===== src/rtl/reg_file_mp_pkg.sv =====
// Shared constants for the multi-port register file: MIPS register indices and default geometry.
package reg_file_mp_pkg;
  localparam int unsigned REG_ZERO         = 0;
  localparam int unsigned REG_V0           = 2;
  localparam int unsigned REG_A0           = 4;
  localparam int unsigned REG_RA           = 31;
  localparam int unsigned DEFAULT_DATA_W   = 32;
  localparam int unsigned DEFAULT_NUM_REGS = 32;
endpackage


===== src/rtl/reg_file_scoreboard.sv =====
// Per-register pending-write bits; a same-cycle set beats a commit, register 0 is never busy.
module reg_file_scoreboard #(
  parameter int unsigned NUM_REGS = 32,
  parameter int unsigned ADDR_W   = 5
) (
  input  logic                clock,
  input  logic                reset_n,
  input  logic                set_en_i,
  input  logic [ADDR_W-1:0]   set_id_i,
  input  logic [NUM_REGS-1:0] commit_i,
  output logic [NUM_REGS-1:0] busy_o
);

  logic [NUM_REGS-1:0] busy_q;
  logic [NUM_REGS-1:0] busy_d;

  always_comb begin
    busy_d = '0;
    for (int unsigned i = 1; i < NUM_REGS; i++) begin
      busy_d[i] = (set_en_i && (set_id_i == ADDR_W'(i))) || (busy_q[i] && !commit_i[i]);
    end
  end

  always_ff @(posedge clock or negedge reset_n) begin
    if (!reset_n) busy_q <= '0;
    else          busy_q <= busy_d;
  end

  assign busy_o = busy_q;

endmodule


===== src/rtl/reg_file_mp.sv =====
// Parametrised multi-read-port MIPS register file with link port, syscall taps and hazard scoreboard.
// Define REG_FILE_BYPASS_EN to forward same-cycle write data (and busy) onto reads and taps.
module reg_file_mp
  import reg_file_mp_pkg::*;
#(
  parameter int unsigned DATA_W   = DEFAULT_DATA_W,
  parameter int unsigned NUM_REGS = DEFAULT_NUM_REGS,
  parameter int unsigned ADDR_W   = $clog2(NUM_REGS),
  parameter int unsigned N_RD     = 2,
  parameter int unsigned LINK_REG = REG_RA,
  parameter int unsigned TAP0_REG = REG_V0,
  parameter int unsigned TAP1_REG = REG_A0
) (
  input  logic                     clock,
  input  logic                     reset_n,
  input  logic [N_RD*ADDR_W-1:0]   rd_id,
  output logic [N_RD*DATA_W-1:0]   rd_value,
  output logic [N_RD-1:0]          rd_busy,
  input  logic                     wr_en,
  input  logic [ADDR_W-1:0]        wr_id,
  input  logic [DATA_W-1:0]        wr_value,
  input  logic                     link_wr_en,
  input  logic [DATA_W-1:0]        link_wr_value,
  input  logic                     sb_set,
  input  logic [ADDR_W-1:0]        sb_set_id,
  output logic [DATA_W-1:0]        tap0_value,
  output logic [DATA_W-1:0]        tap1_value,
  output logic                     wr_collision
);

  localparam int unsigned N_LOOK = N_RD + 2;

  logic [DATA_W-1:0]   regs_q [NUM_REGS];
  logic [DATA_W-1:0]   regs_d [NUM_REGS];
  logic                collision_q;
  logic                collision_d;
  logic                main_act_c;
  logic [NUM_REGS-1:0] commit_c;
  logic [NUM_REGS-1:0] busy_c;

  logic [ADDR_W-1:0]   look_id  [N_LOOK];
  logic [DATA_W-1:0]   look_val [N_LOOK];
  logic                look_busy[N_LOOK];

  assign main_act_c  = wr_en && (wr_id != ADDR_W'(REG_ZERO));
  assign collision_d = main_act_c && link_wr_en && (wr_id == ADDR_W'(LINK_REG));

  // Write decode: link port wins over main port on the same target.
  always_comb begin
    commit_c = '0;
    for (int unsigned i = 0; i < NUM_REGS; i++) regs_d[i] = regs_q[i];
    for (int unsigned i = 1; i < NUM_REGS; i++) begin
      if (link_wr_en && (i == LINK_REG)) begin
        regs_d[i]   = link_wr_value;
        commit_c[i] = 1'b1;
      end else if (main_act_c && (wr_id == ADDR_W'(i))) begin
        regs_d[i]   = wr_value;
        commit_c[i] = 1'b1;
      end
    end
  end

  always_ff @(posedge clock or negedge reset_n) begin
    if (!reset_n) begin
      for (int unsigned i = 0; i < NUM_REGS; i++) regs_q[i] <= '0;
      collision_q <= 1'b0;
    end else begin
      for (int unsigned i = 0; i < NUM_REGS; i++) regs_q[i] <= regs_d[i];
      collision_q <= collision_d;
    end
  end

  reg_file_scoreboard #(
    .NUM_REGS (NUM_REGS),
    .ADDR_W   (ADDR_W)
  ) u_scoreboard (
    .clock    (clock),
    .reset_n  (reset_n),
    .set_en_i (sb_set),
    .set_id_i (sb_set_id),
    .commit_i (commit_c),
    .busy_o   (busy_c)
  );

  // Read ports and the two taps share one lookup path; NUM_REGS is a power of 2 so every id is in range.
  always_comb begin
    for (int unsigned k = 0; k < N_RD; k++) look_id[k] = rd_id[k*ADDR_W +: ADDR_W];
    look_id[N_RD]   = ADDR_W'(TAP0_REG);
    look_id[N_RD+1] = ADDR_W'(TAP1_REG);
    for (int unsigned k = 0; k < N_LOOK; k++) begin
      look_val[k]  = regs_q[look_id[k]];
      look_busy[k] = busy_c[look_id[k]];
`ifdef REG_FILE_BYPASS_EN
      if ((link_wr_en && (look_id[k] == ADDR_W'(LINK_REG))) ||
          (main_act_c && (look_id[k] == wr_id))) begin
        look_val[k]  = (link_wr_en && (look_id[k] == ADDR_W'(LINK_REG))) ? link_wr_value : wr_value;
        look_busy[k] = sb_set && (sb_set_id == look_id[k]);
      end
`endif
    end
  end

  always_comb begin
    for (int unsigned k = 0; k < N_RD; k++) begin
      rd_value[k*DATA_W +: DATA_W] = look_val[k];
      rd_busy[k]                   = look_busy[k];
    end
  end

  assign tap0_value   = look_val[N_RD];
  assign tap1_value   = look_val[N_RD+1];
  assign wr_collision = collision_q;

endmodule

===== config.mk =====
export PLATFORM = sky130hd
export DESIGN_NAME = reg_file_mp
export DESIGN_NICKNAME = d
export VERILOG_FILES = /design/src/rtl/reg_file_mp_pkg.sv /design/src/rtl/reg_file_scoreboard.sv /design/src/rtl/reg_file_mp.sv
export SDC_FILE = /design/constraint.sdc
export NUM_CORES = 2
export LEC_CHECK = 0
export CAP_MARGIN = 20
export CORE_ASPECT_RATIO = 1.25
export CORE_MARGIN = 4
export CORE_UTILIZATION = 40
export DETAILED_ROUTE_END_ITERATION = 10
export RECOVER_POWER = 50
export SYNTH_ARGS = -nofsm -noshare
export SYNTH_HDL_FRONTEND = slang
export SYNTH_SLANG_ARGS = --single-unit

===== constraint.sdc =====
create_clock -name clock -period 2.5 [get_ports clock]
set_clock_uncertainty 0.2 [all_clocks]
set_input_delay 0.375 -clock clock [delete_from_list [all_inputs] [get_ports clock]]
set_output_delay 0.375 -clock clock [all_outputs]
set_load 0.01 [all_outputs]

Word level (Yosys, flattened, before mapping)
Index checks and enable logic that the tools add are counted.
{ "word_totals": {"inputBits": 89, "elab_cells": 305, "output_inout_bits": 131, "register_bits": 1024} }
{ "op_classes": {"magnitude_cmp": 4, "reduce_logical": 160, "eq_ne": 62, "n_bitwise": 2, "muxes": 44} }
{ "op_table": {"columns": ["cell", "n"], "rows": [
  ["32-bit binary-select mux with 5-bit select", 2],
  ["32-bit 2-to-1 mux", 6],
  ["5-bit == test (second input constant)", 32],
  ["1-bit logical AND", 96],
  ["5-bit by 4-bit == test with 1-bit output (second input constant)", 16],
  ["5-bit by 3-bit == test with 1-bit output (second input constant)", 8],
  ["1-bit 2-to-1 mux", 34],
  ["1-bit logical NOT", 31],
  ["1-bit logical OR", 31],
  ["5-bit by 2-bit == test with 1-bit output (second input constant)", 4],
  ["6-bit >= comparator (second input constant)", 2],
  ["5-bit by 6-bit < comparator with 1-bit output (second input constant)", 2],
  ["5-bit NOT with 6-bit output", 2],
  ["1-bit binary-select mux with 5-bit select", 2],
  ["5-bit by 1-bit == test with 1-bit output (second input constant)", 2],
  ["5-bit nonzero test", 1],
  ["2-bit nonzero test", 1]
]} }

Longest topological paths before layout
{ "logic_depth": {"ltp_word": 8, "depth_mapped": 8, "depth_no_buf": 4} }

Modules after synthesis
Synthesis repeated with hierarchy kept, for this count alone.
{ "unflattened": {"cells_unflattened": 3935, "hier_area_um2": 55609.6} }
{ "modules_own_cells": {"columns": ["mod", "instances", "cells_each", "area_per_inst_um2"], "rows": [
  ["reg_file_mp", 1, 3824, 54390.9],
  ["reg_file_scoreboard", 1, 111, 1218.7]
]} }

Worst setup path after synthesis
No wires, ideal clock.
{ "synth_timing": {"path_kind": "input to output", "from": "input port rd_id[5]", "to": "output port rd_value[33]", "arrival_time_ns": 1.889, "slack_ns": 0.036, "cell_stages": 7, "cell_sequence": "buf_4 > buf_6 > buf_2 > mux4_2 > a22o_1 > o21ai_1 > o31ai_1"} }
{ "synth_between": {"elab_chain_len": 4} }
{ "synth_lines": {"columns": ["element", "line_no", "source"], "rows": [
  ["start, declared", "reg_file_mp.sv:16", "input logic [N_RD*ADDR_W-1:0] rd_id,"],
  ["5-bit NOT with 6-bit output (not written as such)", "reg_file_mp.sv:91", "look_val[k] = regs_q[look_id[k]];"],
  ["32-bit binary-select mux with 5-bit select", "reg_file_mp.sv:91", null],
  ["32-bit 2-to-1 mux (not written as such) (2 in series)", "reg_file_mp.sv:91", null],
  ["end, declared", "reg_file_mp.sv:17", "output logic [N_RD*DATA_W-1:0] rd_value,"]
]} }
No other way between the ends. The select of a mux whose other input is x is not followed.

Final worst setup path
{ "layout_timing": {"from": "register regs_q[458] in the netlist's numbering", "to": "output port rd_value[10]"} }
{ "layout_between": {"elab_chain_len": 3} }
{ "layout_lines": {"columns": ["element", "line_no", "source"], "rows": [
  ["start, declared", "reg_file_mp.sv:33", "logic [DATA_W-1:0] regs_q [NUM_REGS];"],
  ["32-bit binary-select mux with 5-bit select", "reg_file_mp.sv:91", null],
  ["32-bit 2-to-1 mux (not written as such) (2 in series)", "reg_file_mp.sv:91", null]
]} }
No other way between the ends. The select of a mux whose other input is x is not followed.

==> results.json <==
{
  "final_common_cell": "mux2_2",
  "cts_buffer_depth": 3,
  "worst_r2r_endpoint": "regs_q[8]",
  "initial_core_util": 0.404,
  "placed_cell_area_sq_um": 64600,
  "syn_area_sq_um": 55600,
  "layout.nets": 4450,
  "path_class": "reg2out",
  "critPathLaunchType": "register",
  "dr_total_vias": 38700,
  "report.final.slew_viol_count": 0,
  "clock_latency_ns": 0.72,
  "switchingPower_mw": 14.8,
  "wl_per_cell_microns": 30.7,
  "worstPathArrival_ns": 2.49,
  "crit_path_end_kind": "primary output",
  "grt_pass1_vias": 40700,
  "grt_util_all_layers": 0.266,
  "syn_avg_cell_area_sq_um": 14.2,
  "power_frac_seq": 0.429,
  "routed_wl_mm": 194,
  "crit_slowest_cell": "mux4_2",
  "final_area_sq_um": 68800,
  "port_buffers": 219,
  "sw_frac_of_total": 0.284,
  "power.share.clock": 0.328,
  "grt_pass1_wl_mm": 286,
  "synth_warnings": 0,
  "power.combinational.fraction": 0.243,
  "rsz0062_at_grt": "true",
  "cts-root-buf": "clkbuf_16",
  "pwr_density_cell_nw_per_um2": 757,
  "mappedNetlistNets": 4016,
  "htreeDepth": 3,
  "area_growth_pct": 23.7,
  "final.setup.tns_ns": -33.89,
  "reg2regPathDepth": 4,
  "critPathMaxFanout": 2,
  "drc": 0,
  "min_to": "regs_q[28]",
  "postSynthCellCount": 3927,
  "outcome": "complete, but fails checks",
  "hpwl_mm": 134,
  "firstDrtPassIters": 7,
  "final_cell_mix": "mux2_2, dfrtp_1, mux4_2",
  "leakage_nw": 30.0,
  "fmax_ghz": 0.327,
  "worst_ir_drop_vdd_mv": 0.497,
  "internal_power_mw": 37.3,
  "period_share": 1.22,
  "hold_path.class": "in2reg",
  "ios": 220,
  "path_cells": "buf_6 -> mux4_2 -> a22o_1 -> o21ai_2 -> buf_6 -> o31ai_4 -> buf_2",
  "holdPathStages": 3,
  "cpPeakStageDelay_ns": 0.44,
  "violations": "setup timing",
  "fin_crit_ns": 3.06,
  "required_ns": 1.92,
  "clkSinkCount": 1024,
  "cts_tree": "built",
  "fill_cells": 11900,
  "slew_headroom": 0.270,
  "avgViaCountPerCell": 6.15,
  "ys_seq_elements": 1024,
  "layout_setup_ws_ns": -0.561,
  "std_cell_rows": 152,
  "grt_max_degree": 75,
  "drv_cap": 0,
  "gp_congestion": 0.869,
  "antenna_found_initial": 5,
  "grt.overflow.total": 0,
  "core_area_sq_um": 138000,
  "reg2reg_slack_ns": 1.28,
  "yosysUniqueCellTypes": 34,
  "utilization": 0.500,
  "antenna_left": 0,
  "cts_made_buffers": 109,
  "die_h_microns": 425,
  "ys_seq_area_frac": 0.460,
  "finalHoldViolCount": 0,
  "die_area_sq_um": 145000,
  "layout-drive-gt1-share": 0.548,
  "cpMostUsedCell": "buf_6",
  "min_from": "link_wr_value[28]",
  "setup_viol": 113,
  "die_w_microns": 342,
  "drt_iter0_markers": 3048,
  "clk_pin_slew_ns": 0.06,
  "worst_pin_slew_ns": 1.10,
  "r2r-start": "regs_q[8]"
}
==> state kept, by name, indices dropped and copies added, names as in the netlist <==
signal	count
tap1_value	32
u_scoreboard.busy_o	31
tap0_value	32
wr_collision	1
regs_q	928
==> power groups by stage <==
stage                     clock [mW]  combinational (mW)  sequential, mW
after floorplan                    0                8.20            21.6
after global placement             0                12.1            22.4
after detailed placement           0                12.3            22.5
after CTS                       17.4                12.6            22.3
after global routing            18.0                13.5            22.7
final                           17.1                12.7            22.4
==> area by class of cell <==
cell class / count / area, sq um / share of cell area
timing repair buffer: 816 / 8310 / 0.121
sequential: 1024 / 25600 / 0.372
antenna: 4 / 10.0 / 0.000145
tap: 1848 / 2310 / 0.0336
clock inverter: 38 / 429 / 0.00624
multi-input combinational: 2390 / 28800 / 0.418
inverter: 20 / 76.3 / 0.00111
clock buffer: 159 / 3300 / 0.0479
==> synthesized netlist by cell type <==
master	count	area (sq um)
clkbuf_1	223	837
buf_2	140	701
nand2_1	121	454
nor3b_2	1	12.5
nor3_2	1	10.0
and2_0	1	6.26
o21ai_1	66	330
a32o_1	6	60.1
nand4_1	2	12.5
o32ai_1	3	26.3
or2_2	1	6.26
mux2_2	1026	11600
nor3_1	2	10.0
buf_6	4	45.0
o21ai_0	35	175
a211oi_1	66	495
a22o_1	206	1800
nand3_1	5	25.0
and2_1	40	250
nor3b_1	1	7.51
dfrtp_1	1024	25600
buf_1	27	101
o22ai_1	76	475
nand2b_1	7	43.8
inv_1	20	75.1
and3_1	35	219
mux4_2	396	8920
o31ai_1	68	510
nor2_1	16	60.1
mux2i_1	197	1970
nor2_2	1	6.26
buf_4	99	743
nor2b_1	9	56.3
and3b_1	2	17.5
==> cells by family after synthesis <==
logic type | count (synthesis) | synth area share
and+or+nand+nor | 245 | 0.0215
DFF | 1024 | 0.460
buffers and inverters | 513 | 0.0450
muxes | 1619 | 0.403
AOI/OAI and AO/OA | 526 | 0.0697
==> worst max-delay path: cells and delay by family (launching register included) <==
family,cells,cell delay [ns]
mux,1,0.44
buf+inv,3,0.41
compound gates,3,0.49
flops,1,0.40
==> repair_timing <==
item,4_1_cts,5_1_grt
resized for setup,454,79
setup endpoints to repair,66,67
buffers inserted,11,9
pin swaps,118,83
hold buffers,9,0
hold endpoints to repair,784,0
==> layer usage <==
metal	routed length (microns)	up-vias	GRT usage
met1	80500	20900	0.359
met2	93200	1513	0.436
met5	0	-	0
li1	-	15900	-
met4	6930	0	0.0930
met3	13100	361	0.0455
==> worst max-delay path by stage <==
| stage | startpoint | end | depth (start not counted) |
|---|---|---|---|
| after CTS | regs_q[9] | rd_value[41] | 6 |
| after floorplan | rd_id[5] | rd_value[33] | 7 |
| final | regs_q[458] | rd_value[10] | 7 |
| after global placement | rd_id[5] | rd_value[52] | 10 |
| after detailed placement | rd_id[5] | rd_value[52] | 10 |
| after global routing | regs_q[9] | rd_value[9] | 6 |
==> stage by stage <==
step | power [mW] | hold slack [ns] | std cells | setup slack [ns]
2_1_floorplan | 29.8 | -0.121 | 3927 | 0.0356
5_1_grt | 54.2 | 0.0405 | 6296 | -0.612
4_1_cts | 52.2 | 0.00510 | 6287 | -0.621
3_3_place_gp | 34.5 | 0.129 | 6091 | -1.05
6_report | 52.1 | 0.0363 | 6299 | -0.561
3_5_place_dp | 34.8 | 0.126 | 6091 | -1.07
Power figures use the tool's default switching activity.
